[config.mk]
export PLATFORM = sky130hd
export DESIGN_NAME = mem_stage_ctrl
export DESIGN_NICKNAME = d
export VERILOG_FILES = /design/src/rtl/pp_pkg.sv /design/src/rtl/mem_wb_flopr.sv /design/src/rtl/mem_stage_ctrl.sv
export SDC_FILE = /design/constraint.sdc
export NUM_CORES = 1
export LEC_CHECK = 0
export CAP_MARGIN = 20
export CORE_UTILIZATION = 35
export DETAILED_ROUTE_END_ITERATION = 8
export GPL_TIMING_DRIVEN = 0
export PLACE_DENSITY = 0.95
export REMOVE_ABC_BUFFERS = 1
export SLEW_MARGIN = 30
export SYNTH_ARGS = -nofsm -noshare
export SYNTH_HDL_FRONTEND = slang
export SYNTH_SLANG_ARGS = --single-unit
[constraint.sdc]
create_clock -name clk_i -period 3.7 [get_ports clk_i]
set_clock_uncertainty 0.05 [all_clocks]
set_input_delay 0.74 -clock clk_i [delete_from_list [all_inputs] [get_ports clk_i]]
set_output_delay 0.74 -clock clk_i [all_outputs]
set_load 0.02 [all_outputs]
[src/rtl/pp_pkg.sv]
// Shared types and constants for the MEM pipeline stage.
//   mem_state_t     : memory-access FSM states (IDLE, WAIT)
//   MEM_TIMEOUT_DEF : default number of WAIT cycles before an access is aborted
//   CNT_W           : width of the timeout counter (covers MEM_TIMEOUT 1..15)
//   is_aligned()    : word-alignment test on the low address bits
package pp_pkg;

   typedef enum logic {
      IDLE = 1'b0,
      WAIT = 1'b1
   } mem_state_t;

   localparam int MEM_TIMEOUT_DEF = 15;
   localparam int CNT_W           = 4;

   function automatic logic is_aligned(input logic [1:0] lsb);
      return (lsb == 2'b00);
   endfunction

endpackage

[src/rtl/mem_wb_flopr.sv]
// MEM/WB pipeline register.
//   clk_i, reset_ni : clock, asynchronous active-low reset
//   bubble_i        : load an empty slot (result 0, dst 0, no write-back)
//   result_i/dst_i/wreg_i : next MEM/WB contents when not bubbling
//   result_o/dst_o/wreg_o : registered MEM/WB contents
module mem_wb_flopr #(
   parameter int WIDTH = 32
) (
   input  logic             clk_i,
   input  logic             reset_ni,
   input  logic             bubble_i,
   input  logic [WIDTH-1:0] result_i,
   input  logic [4:0]       dst_i,
   input  logic             wreg_i,
   output logic [WIDTH-1:0] result_o,
   output logic [4:0]       dst_o,
   output logic             wreg_o
);

   always_ff @(posedge clk_i or negedge reset_ni) begin
      if (!reset_ni) begin
         result_o <= '0;
         dst_o    <= '0;
         wreg_o   <= 1'b0;
      end else if (bubble_i) begin
         result_o <= '0;
         dst_o    <= '0;
         wreg_o   <= 1'b0;
      end else begin
         result_o <= result_i;
         dst_o    <= dst_i;
         wreg_o   <= wreg_i;
      end
   end

endmodule

[src/rtl/mem_stage_ctrl.sv]
// MEM stage controller: issues data-memory requests for loads/stores, stalls
// the front of the pipe while waiting for an ack, aborts on timeout, and
// drives the MEM/WB register.
//   clk_i, reset_ni          : clock, asynchronous active-low reset
//   alu_out_im32 ...         : EX/MEM register contents (address/ALU result,
//                              store data, destination, controls)
//   dmem_req_o/we_o/addr/wdata : data-memory request side
//   dmem_rdata_i32, dmem_ack_i : data-memory response side
//   stall_o                  : freezes PC, IF/ID, ID/EX, EX/MEM
//   result_ow32, dst_reg_addr_ow5, enable_wreg_ow : MEM/WB outputs
//   mem_err_o                : sticky misalignment/timeout flag
module mem_stage_ctrl
   import pp_pkg::*;
#(
   parameter int WIDTH       = 32,
   parameter int MEM_TIMEOUT = MEM_TIMEOUT_DEF
) (
   input  logic             clk_i,
   input  logic             reset_ni,
   input  logic [WIDTH-1:0] alu_out_im32,
   input  logic [WIDTH-1:0] write_data_im32,
   input  logic [4:0]       dst_reg_addr_im5,
   input  logic             enable_wreg_im,
   input  logic             mem_to_reg_im,
   input  logic             enable_wmem_im,
   output logic             dmem_req_o,
   output logic             dmem_we_o,
   output logic [WIDTH-1:0] dmem_addr_o32,
   output logic [WIDTH-1:0] dmem_wdata_o32,
   input  logic [WIDTH-1:0] dmem_rdata_i32,
   input  logic             dmem_ack_i,
   output logic             stall_o,
   output logic [WIDTH-1:0] result_ow32,
   output logic [4:0]       dst_reg_addr_ow5,
   output logic             enable_wreg_ow,
   output logic             mem_err_o
);

   // Last WAIT count value before abort: the MEM_TIMEOUT-th WAIT cycle
   // without an ack is the abort cycle.
   localparam logic [CNT_W-1:0] CNT_LAST = CNT_W'(MEM_TIMEOUT - 1);

   mem_state_t       state;
   logic [CNT_W-1:0] cnt;

   logic mem_op, aligned;
   logic req, stall, misal, abort, bubble;

   assign mem_op  = mem_to_reg_im | enable_wmem_im;
   assign aligned = is_aligned(alu_out_im32[1:0]);

   // Request/stall are combinational so the memory sees the access in the
   // same cycle; gated by reset so an access is dropped the instant reset
   // asserts. Ack only counts while a request is outstanding.
   always_comb begin
      req   = 1'b0;
      stall = 1'b0;
      misal = 1'b0;
      abort = 1'b0;
      if (reset_ni) begin
         unique case (state)
            IDLE: begin
               if (mem_op) begin
                  if (!aligned) begin
                     misal = 1'b1;
                  end else begin
                     req   = 1'b1;
                     stall = !dmem_ack_i;
                  end
               end
            end
            WAIT: begin
               req = 1'b1;
               if (!dmem_ack_i) begin
                  // ack on the timeout cycle wins (checked first above)
                  if (cnt == CNT_LAST) abort = 1'b1;
                  else                 stall = 1'b1;
               end
            end
            default: ;
         endcase
      end
   end

   assign dmem_req_o     = req;
   assign dmem_we_o      = req & enable_wmem_im;
   assign dmem_addr_o32  = alu_out_im32;
   assign dmem_wdata_o32 = write_data_im32;
   assign stall_o        = stall;

   always_ff @(posedge clk_i or negedge reset_ni) begin
      if (!reset_ni) begin
         state     <= IDLE;
         cnt       <= '0;
         mem_err_o <= 1'b0;
      end else begin
         if (misal || abort) mem_err_o <= 1'b1;
         unique case (state)
            IDLE: begin
               if (req && !dmem_ack_i) begin
                  state <= WAIT;
                  cnt   <= '0;
               end
            end
            WAIT: begin
               if (dmem_ack_i || abort) state <= IDLE;
               else                     cnt   <= cnt + 1'b1;
            end
            default: state <= IDLE;
         endcase
      end
   end

   // Stalled edges, misaligned ops and aborts all write an empty MEM/WB slot
   // so the held instruction is written back exactly once.
   assign bubble = stall | misal | abort;

   mem_wb_flopr #(.WIDTH(WIDTH)) u_mem_wb (
      .clk_i    (clk_i),
      .reset_ni (reset_ni),
      .bubble_i (bubble),
      .result_i (mem_to_reg_im ? dmem_rdata_i32 : alu_out_im32),
      .dst_i    (dst_reg_addr_im5),
      .wreg_i   (enable_wreg_im),
      .result_o (result_ow32),
      .dst_o    (dst_reg_addr_ow5),
      .wreg_o   (enable_wreg_ow)
   );

endmodule

Yosys cells after proc, flatten, opt, wreduce, memory -nomap -nowiden:

Index checks and enable logic that the tools add are counted.

* output and inout bits: 106
* word-level logic and storage cells: 49
* bits of input ports: 107
* flip-flop bits (word level): 44

* $add $sub $neg: 1
* equality and inequality tests: 3
* muxes and demuxes: 28
* reductions and logical operators: 6
* bitwise gates (word level): 5

Operators with widths (count)
* 2-to-1 mux 32 bit: 2
* 2-to-1 mux 1 bit: 19
* 2-to-1 mux 4 bit: 2
* case mux 4 bit (2 select lines): 1
* case mux 1 bit (2 select lines): 3
* 2-to-1 mux 5 bit: 1
* adder 4 x 1 -> 4 bit, second input constant: 1
* equality test 4 bit, second input constant: 1
* inequality test 2 bit, second input constant: 2
* bitwise OR 1 bit: 3
* zero test 2 bit: 1
* logical OR 1 bit: 2
* AND reduction 2 bit: 1
* AND 1 bit: 1
* logical AND 1 bit: 1
* zero test 1 bit: 1
* NOT 1 bit: 1

Longest topological paths before layout:

* depth in word-level cells: 8
* depth in mapped cells: 6
* mapped depth without buffers: 5

Hierarchy:

From an unflattened synthesis, not the netlist that was laid out.

* cell total of the unflattened synthesis: 219
* area total of the unflattened synthesis: 2682.6 µm²

Modules (own cells, without submodules)
* mem_wb_flopr: sequential area each 950.9 µm², area an instance 1402.6 µm², cells each 80, times used 1
* mem_stage_ctrl: sequential area each 150.1 µm², area an instance 1280.0 µm², cells each 139, times used 1

Least setup slack after synthesis:

No wires, ideal clock.

* kind: input to output
* start: input port alu_out_im32[0]
* end: output port dmem_we_o
* setup slack: 1.224 ns
* stages: 4
* data arrival time: 1.686 ns
* required time: 2.910 ns
* path through: or2_4 -> o21bai_1 -> buf_2 -> and3_1

* cells in the longest elaborated chain, start to end: 6

RTL lines
* start, declared: RTL line mem_stage_ctrl.sv:20 `input logic [WIDTH-1:0] alu_out_im32,`
* zero test 2 bit: RTL line pp_pkg.sv:17 `return (lsb == 2'b00);`
* 2-to-1 mux 1 bit: RTL line mem_stage_ctrl.sv:64 `if (!aligned) begin`
* 2-to-1 mux 1 bit: RTL line mem_stage_ctrl.sv:63 `if (mem_op) begin`
* case mux 1 bit (2 select lines): RTL line mem_stage_ctrl.sv:61 `unique case (state)`
* 2-to-1 mux 1 bit: RTL line mem_stage_ctrl.sv:60 `if (reset_ni) begin`
* AND 1 bit: RTL line mem_stage_ctrl.sv:86 `assign dmem_we_o = req & enable_wmem_im;`
* end, declared: RTL line mem_stage_ctrl.sv:27 `output logic dmem_we_o,`

Every way passes these cells.

Final worst setup path:

* start: input port alu_out_im32[0]
* end: output port stall_o

* cells in the longest elaborated chain, start to end: 5

RTL lines
* zero test 2 bit: RTL line pp_pkg.sv:17
* 2-to-1 mux 1 bit: RTL line mem_stage_ctrl.sv:64
* 2-to-1 mux 1 bit: RTL line mem_stage_ctrl.sv:63
* case mux 1 bit (2 select lines): RTL line mem_stage_ctrl.sv:61
* 2-to-1 mux 1 bit: RTL line mem_stage_ctrl.sv:60
* end, declared: RTL line mem_stage_ctrl.sv:32 `output logic stall_o,`

Every way passes these cells.

==> impl_metrics.env <==
export IMPL_antenna_found_initial=0
export IMPL_avgSynthCellArea_um2=10.9
export IMPL_placed_area_um2=3720
export IMPL_grt_overflow=0
export IMPL_wl_per_cell_um=17.9
export IMPL_grt_pass1_vias=2180
export IMPL_synth_area_um2=2570
export IMPL_areaGrowthSynthToFinish_pct=48.4
export IMPL_cts_tree="built"
export IMPL_yosysSeqAreaShare_pct=42.8
export IMPL_nets=428
export IMPL_netlist_cell_type_count=32
export IMPL_start_util_pct=37.1
export IMPL_synth_simple_gate_area_share_pct=6.32
export IMPL_clockBufferDepth=2
export IMPL_endpoint_kind="output pin"
export IMPL_clock_latency_ns=0.29
export IMPL_yosys_area_share_adder_pct=0.972
export IMPL_wirelength_mm=7.43
export IMPL_synthXorXnorAreaFrac_pct=0.340
export IMPL_register_area_um2=1100
export IMPL_crit_chain="clkdlybuf4s50_1 > or2_4 > o21bai_4 > buf_16 > and4b_1 > clkdlybuf4s50_1"
export IMPL_hold_buffers=0
export IMPL_layout_min_cycle_time_ns=3.45
export IMPL_grt_max_degree=52
export IMPL_root_buffer="clkbuf_8"
export IMPL_fin_total_pwr_w=0.00134
export IMPL_ant_nets=0
export IMPL_report_final_setup_viol=0
export IMPL_cts_buffers=5
export IMPL_synth_edff_count=0
export IMPL_r2r_setup_slack_ns=1.93
export IMPL_rows=30
export IMPL_finalMaxSlewViolations=0
export IMPL_crit_fanout=23
export IMPL_power_leakage_nw=1.59
export IMPL_drive_gt1_share_pct=7.19
export IMPL_required_ns=2.91
export IMPL_dp_hpwl_mm=5.97
export IMPL_tightest_slew_ns=0.608
export IMPL_synth_ff_type="dfrtp_1"
export IMPL_worst_r2r_endpoint="u_mem_wb.result_o[6]"
export IMPL_vias_per_cell=4.92
export IMPL_max_cap_violations=0
export IMPL_syn_inst=237
export IMPL_multi_input_area_um2=906
export IMPL_gp_congestion=0.740
export IMPL_grt_usage_pct=19.4
export IMPL_worst_r2r_cell_count=4
export IMPL_vdd_ir_drop_max_uv=146
export IMPL_hold_viol=0
export IMPL_synth_mux_area_share_pct=12.8
export IMPL_first_pass_iters=4
export IMPL_cpMostUsedCell="clkdlybuf4s50_1"
export IMPL_max_freq_mhz=290
export IMPL_clock_sinks=44
export IMPL_yosysWarnings=0
export IMPL_die_x_um=87.8
export IMPL_design_area_um2=3820
export IMPL_synth_compound_area_share_pct=13.7
export IMPL_power_density_nw_per_um2=350
export IMPL_place_inst=407
export IMPL_start_kind="input port"
export IMPL_path_class="input port to output pin"
export IMPL_arrival_ns=2.66
export IMPL_cp_slowest_cell="clkdlybuf4s50_1"
export IMPL_synthArstFlopShare_pct=100
export IMPL_cts_setup_buffers=1
export IMPL_whs_ns=0.416
export IMPL_htreeDepth=2
export IMPL_num_antenna_cells=0
export IMPL_grt_setup_unrepaired="no"
export IMPL_finalNonFillerCells=416
export IMPL_synth_top_family_by_area="buffers and inverters"
export IMPL_slew_headroom_pct=59.5
export IMPL_coreArea_um2=6940
export IMPL_final_core_util_pct=55.0
export IMPL_first_iter_violations=42
export IMPL_grt_first_pass_wirelength_mm=11.0
export IMPL_max_stage_delay_ns=0.60
export IMPL_numPortBuffers=148
export IMPL_drc=0
export IMPL_io_pins=213
export IMPL_status="complete, no violations"
export IMPL_vias=2048
export IMPL_hp_class="input port to asynchronous set/reset pin"
export IMPL_post_route_period_util_pct=93.2
export IMPL_n_fill_cell=585
export IMPL_die_h_um=87.8
export IMPL_cts_clk_slew_worst_paths_ns=0.08
export IMPL_r2r_start="state"
export IMPL_yosys_register_bits=44
export IMPL_ctsResizeCount=0
export IMPL_fp_dieArea_um2=7700
==> layout by cell type (no fill, tap or decap), drive strengths merged <==
cell	n
clkdlybuf4s50	146
dfrtp	44
a211oi	38
mux2i	33
buf	9
clkbuf	8
inv	7
nand2b	3
nand2	3
nor2	3
or3	3
nand4	2
or3b	2
o311ai	2
ha	2
nor2b	2
or2	1
o21bai	1
and4b	1
nor4bb	1
and2	1
o21ai	1
and3	1
nand3	1
a311o	1
o211ai	1
a32o	1
xnor2	1
a22o	1
==> metal layers <==
metal	track usage (%)	part of all wire, %	vias to the layer above
li1	-	-	939
met1	22.6	41	965
met2	29.7	46	138
met3	12.2	13	6
met4	4.17	0.81	0
met5	5.84	0	-
==> sequential cells by signal, indices dropped and copies added, names as in the netlist <==
register	cells
u_mem_wb.wreg_o	1
state	1
u_mem_wb.dst_o	5
u_mem_wb.result_o	32
cnt	4
mem_err_o	1
==> worst max path at each step <==
stage / to / cells past startpoint / slack, ns / startpoint
final: stall_o / 6 / 0.25 / alu_out_im32[0]
after global routing: stall_o / 6 / 0.14 / alu_out_im32[0]
after CTS: stall_o / 6 / 0.24 / alu_out_im32[0]
after detailed placement: stall_o / 6 / -0.07 / alu_out_im32[0]
after global placement: stall_o / 5 / -3.13 / mem_to_reg_im
after floorplan: stall_o / 3 / 0.02 / alu_out_im32[0]
==> report_power, final <==
| part | internal [W] | leakage [nW] | switching, W | total (W) |
|---|---|---|---|---|
| registers | 0.000537 | 0.547 | 0.0000349 | 0.000572 |
| clock network | 0.000152 | 0.0455 | 0.000154 | 0.000306 |
| logic | 0.000246 | 0.995 | 0.000214 | 0.000460 |
==> cell usage after synthesis (3+ instances only) <==
cell	count	area, µm²
dfrtp_1	44	1100
mux2i_1	33	330
a211oi_1	38	285
buf_2	8	40.0
nand2b_1	3	18.8
buf_4	65	488
clkbuf_1	5	18.8
nand2_1	3	11.3
inv_1	7	26.3
==> logic make-up (layout without fill, tap and decap cells) <==
group | after synthesis | in the layout
buf+inv | 87 | 170
compound gates | 46 | 46
flops | 44 | 44
mux | 33 | 33
simple gates | 24 | 24
fa+ha+maj | 2 | 2
xor+xnor | 1 | 1
==> critical path, delay by kind of cell <==
| family | cells | cell delay [ns] |
|---|---|---|
| and+or+nand+nor | 2 | 0.50 |
| buffers and inverters | 3 | 1.23 |
| AOI/OAI and AO/OA | 1 | 0.19 |
==> area by class of cell <==
| type | instances | area share, % |
|---|---|---|
| multi-input combinational | 106 | 23.7 |
| tap | 96 | 3.14 |
| clock buffer | 8 | 2.36 |
| sequential | 44 | 28.8 |
| inverter | 7 | 0.687 |
| timing repair buffer | 155 | 41.3 |
==> stage by stage <==
step	setup slack (ns)	TNS (ns)
after CTS	0.243	0
final	0.252	0
after global routing	0.145	0
after floorplan	0.0215	0
after detailed placement	-0.0672	-0.117
after global placement	-3.13	-104.61
Note: power is estimated with default switching activity, not from simulation.
